[src/rtl/ctrl_pipe_chain.sv]
// ctrl_pipe_chain: carries one WIDTH-bit decoded control bundle through DEPTH
// pipeline stages (stage 0 = ID/EX), each with a valid bit. The stages can be
// frozen as a whole, stage 0 can take a bubble, and each stage can be flushed.
// Registered occupancy reports how many stages currently hold an instruction.
module ctrl_pipe_chain #(
  parameter int              WIDTH     = 8,
  parameter int              DEPTH     = 3,
  parameter logic [WIDTH-1:0] NOP_VALUE = {WIDTH{1'b0}}
) (
  input  logic                       clock,
  input  logic                       reset_n,
  input  logic [WIDTH-1:0]           in_ctrl,
  input  logic                       in_valid,
  input  logic                       freeze,
  input  logic                       bubble,
  input  logic [DEPTH-1:0]           flush,
  output logic [DEPTH*WIDTH-1:0]     out_ctrl,
  output logic [DEPTH-1:0]           out_valid,
  output logic [$clog2(DEPTH+1)-1:0] occupancy
);

  localparam int OCC_W = $clog2(DEPTH + 1);

  // Packed so that stage k lands at [k*WIDTH +: WIDTH] of out_ctrl.
  logic [DEPTH-1:0][WIDTH-1:0] ctrl_q, ctrl_d;
  logic [DEPTH-1:0]            valid_q, valid_d;
  logic [OCC_W-1:0]            occ_q, occ_d;

  // Next stage contents: hold on freeze, otherwise advance with flush/bubble kills.
  always_comb begin
    ctrl_d  = ctrl_q;
    valid_d = valid_q;
    if (!freeze) begin
      if (bubble || !in_valid || flush[0]) begin
        ctrl_d[0]  = NOP_VALUE;
        valid_d[0] = 1'b0;
      end else begin
        ctrl_d[0]  = in_ctrl;
        valid_d[0] = 1'b1;
      end
      // Flushing a stage does not stop its old content moving on: stage k
      // always samples stage k-1 as it was before the edge.
      for (int k = 1; k < DEPTH; k++) begin
        if (flush[k]) begin
          ctrl_d[k]  = NOP_VALUE;
          valid_d[k] = 1'b0;
        end else begin
          ctrl_d[k]  = ctrl_q[k-1];
          valid_d[k] = valid_q[k-1];
        end
      end
    end
  end

  // Occupancy is the popcount of the next valid vector, so it can never drift
  // from the valid bits (a frozen pipe reproduces the current count).
  always_comb begin
    occ_d = '0;
    for (int k = 0; k < DEPTH; k++) begin
      occ_d = occ_d + OCC_W'(valid_d[k]);
    end
  end

  // Stage registers with asynchronous active-low reset to the empty pipe.
  always_ff @(posedge clock or negedge reset_n) begin
    if (!reset_n) begin
      ctrl_q  <= {DEPTH{NOP_VALUE}};
      valid_q <= '0;
      occ_q   <= '0;
    end else begin
      ctrl_q  <= ctrl_d;
      valid_q <= valid_d;
      occ_q   <= occ_d;
    end
  end

  assign out_ctrl  = ctrl_q;
  assign out_valid = valid_q;
  assign occupancy = occ_q;

endmodule

[config.mk]
export PLATFORM = sky130hd
export DESIGN_NAME = ctrl_pipe_chain
export DESIGN_NICKNAME = d
export VERILOG_FILES = /design/src/rtl/ctrl_pipe_chain.sv
export SDC_FILE = /design/constraint.sdc
export NUM_CORES = 1
export LEC_CHECK = 0
export CORE_ASPECT_RATIO = 0.75
export CORE_MARGIN = 2
export CORE_UTILIZATION = 40
export DETAILED_ROUTE_END_ITERATION = 16
export PLACE_DENSITY = 0.73
export SLEW_MARGIN = 5
export SYNTH_ARGS = -nofsm -noshare
export SYNTH_HDL_FRONTEND = slang
export SYNTH_SLANG_ARGS = --single-unit
[constraint.sdc]
create_clock -name clock -period 3.2 [get_ports clock]
set_clock_uncertainty 0.05 [all_clocks]
set_input_delay 0.64 -clock clock [delete_from_list [all_inputs] [get_ports clock]]
set_output_delay 0.64 -clock clock [all_outputs]
set_load 0.005 [all_outputs]
==> metrics.md <==
| Metric | Value |
|---|---|
| Net Switching | 0.1737 mW |
| Sequential Power Share | 45.2% |
| Overall track demand over capacity in global routing | between 10% and 20% |
| Status | complete, no violations |
| Met2 Use GR | 23.08% |
| Root buffer cell | clkbuf_8 |
| Grt ovf | 0 |
| Mapped Avg Cell Area | about 11 µm² |
| Busiest layer in global routing | met2 |
| Layout cells sized above 1 | 7.547% |
| Pleak | 0.7749 nW |
| Post-DR vias/cell | 4.711 |
| Final hold viol count | 0 |
| Die Wd | 68.65 µm |
| Rel. slew slack | between 70 and 80% |
| Hold_buf cts | 0 |
| Met1 Use GR | between 20% and 30% |
| Startpoint types | input port |
| CP endpoint kind | flip-flop |
| CTS buffer count | 5 |
| # clock sinks | 29 |
| Nets | 175 |
| Clock transition at path regs | about 0.060 ns |
| RSZ-0062 raised after global routing | no |
| Wire length per cell after detailed routing | about 13 µm |
| Drt drc | 0 |
| Max Slew Vio Count | 0 |
| Die Ht | 52.49 µm |
| First-pass detailed-route iteration total | 4 |
| Period minus WS final | 2.125 ns |
| Vias in the first global route | 901 |
| Max-cap violations | 0 |
| Placed cells | 189 |
| Register area share after synthesis | 57.88% |
| Via Count | around 930 |
| Pwr per Cell Area | 472.5 mW/mm² |
| Core Region | slightly below 0.003 mm² |
| CP Class | input port to flip-flop |
| Post-CTS sizing | 0 |
| CP cell instances | clkdlybuf4s50_1 -> nor3b_4 -> mux2i_1 -> fa_1 -> inv_1 |
| Global-route wire length before repair | slightly above 4000 µm |
| Longest Clk Path Bufs | 2 |
| Required time of the critical path | between 3 and 4 ns |
| Initial antenna violation count | 0 |
| Syn. warnings | 0 |
| Port-buffer cells | 44 |
| GPL Wtd Cong | between 0.7 and 0.8 |
| Die Area | 0.003603 mm² |
| WL final | 2552 µm |
| Max IR drop VDD | 0.3067 mV |
| Antenna-violating nets left | 0 |
| Synth-to-Final Area Change | 44.51% |
| Final setup vio count | 0 |
| Post-CTS Setup Bufs | 0 |
| Total of flip-flops plus latches after synthesis | 29 |
| WP data arrival | 2.25 ns |
| Antenna diodes | 0 |
| Num ports | 45 |
| Crit share post-route | 66.42% |
| Yosys cell types | 17 |
| GRT met3 Usage | under 10% |
| Max FO, Critical Path | 10 |
| WHS | 0.4377 ns |
| Std-Cell Rows | 17 |
| Setup TNS | 0 ns |
| Comb pwr share | between 10% and 20% |
| Net Count, Synth | ~130 |
| Fmax | around 470 MHz |
| Starting density of the core | 42.40% |
| Worst skew pair latency | 0.28 ns |
| Hold Path Class | flip-flop to flip-flop |
| DRT iter0 DRCs | 63 |
| Post-synthesis cell count | 111 |
| Most frequent cells in the layout | 43 x clkdlybuf4s50_1, 29 x dfrtp_1, 16 x nand2b_1, 16 x nand2_1 |
| CP max stage delay | about 0.55 ns |
| Clock power share | 44.8% |
| CTS tree | yes |
| Net Sw Frac | 20.29% |
| Largest net degree at the start of global routing | between 40 and 50 |
| Commonest non-fill, non-tap cell in the layout | clkdlybuf4s50_1 |
| Cell area after synthesis | ~0.0013 mm² |
| Critical path's slowest cell | fa_1 |
| Final Instance Count excl. Fillers | 197 |
| P_int | 0.6823 mW |
| CTS H-tree depth | 2 |
| Measured slew at the worst slew-check pin | about 0.42 ns |
## routing by layer
layer  part of all wire [%]  wire [µm]
met3                    9.6        246
met4                   0.67         17
met1                     48       1218
met5                      0          0
met2                     42       1070
## flip-flops by register name, summed over array words and instances, names as in the netlist
name       flops
out_ctrl      24
out_valid      3
occupancy      2
## cells by family after synthesis
logic type,count (synthesis),share of synthesized area [%]
adders and majority gates,1,1.597
buffers and inverters,8,5.090
DFF,29,57.88
muxes,2,1.996
and+or+nand+nor,43,18.86
AOI/OAI and AO/OA,28,14.57
## power by group through the flow
stage	combinational, mW	sequential [mW]	clock [mW]
finish	0.0858	0.387	0.383
global route	0.0950	0.388	0.410
CTS	0.0877	0.387	0.391
detailed placement	0.0867	0.394	0
global placement	0.0857	0.393	0
floorplan	0.0355	0.393	0
## layout make-up
cell class                 instances  area, µm²
tap                               38      47.55
clock buffer                       7      86.33
multi-input combinational         74      464.2
clock inverter                     1      30.03
timing repair buffer              46      450.4
fill                             246       1145
sequential                        29      725.7
inverter                           2      7.507
## critical path: cells and delay by family
family / cells / cell delay [ns]
simple gates: 1 / 0.40
buf+inv: 2 / 0.49
fa+ha+maj: 1 / 0.55
mux: 1 / 0.17
## final timing paths
check,from,endpoint,slack (ns),depth (start not counted)
min reg2reg,out_ctrl[16],out_ctrl[16],0.44,2
min in group asynchronous,reset_n,out_valid[2],0.69,2
min,out_ctrl[16],out_ctrl[16],0.44,2
max in group asynchronous,reset_n,out_ctrl[5],2.14,2
max,bubble,occupancy[0],1.07,5
max reg2reg,out_valid[0],occupancy[0],1.86,4
## metrics by stage
stage	worst slack (ns)	utilization, %	cell area (µm²)	total power, mW
2_1_floorplan	1.350	-	1254	0.4285
3_3_place_gp	0.8023	57.34	1695	0.4785
3_5_place_dp	0.7862	57.34	1695	0.4803
4_1_cts	1.059	61.28	1812	0.8659
5_1_grt	0.9581	61.28	1812	0.8933
6_report	1.075	61.28	1812	0.8560
## Yosys cell counts (all sizes together)
cell     n  share of area, %
nor3b    1               1.5
inv      2              0.60
nor2     2              0.60
nand2b  16               8.0
o21ai   16               6.4
a22o    10               7.0
nand2   16               4.8
nor2b    8               4.0
o21a     2               1.2
mux2i    1              0.80
clkbuf   1              0.30
buf      5               4.2
mux2     1               1.2
dfrtp   29                58
fa       1               1.6
Note: power is estimated with default switching activity, not from simulation.
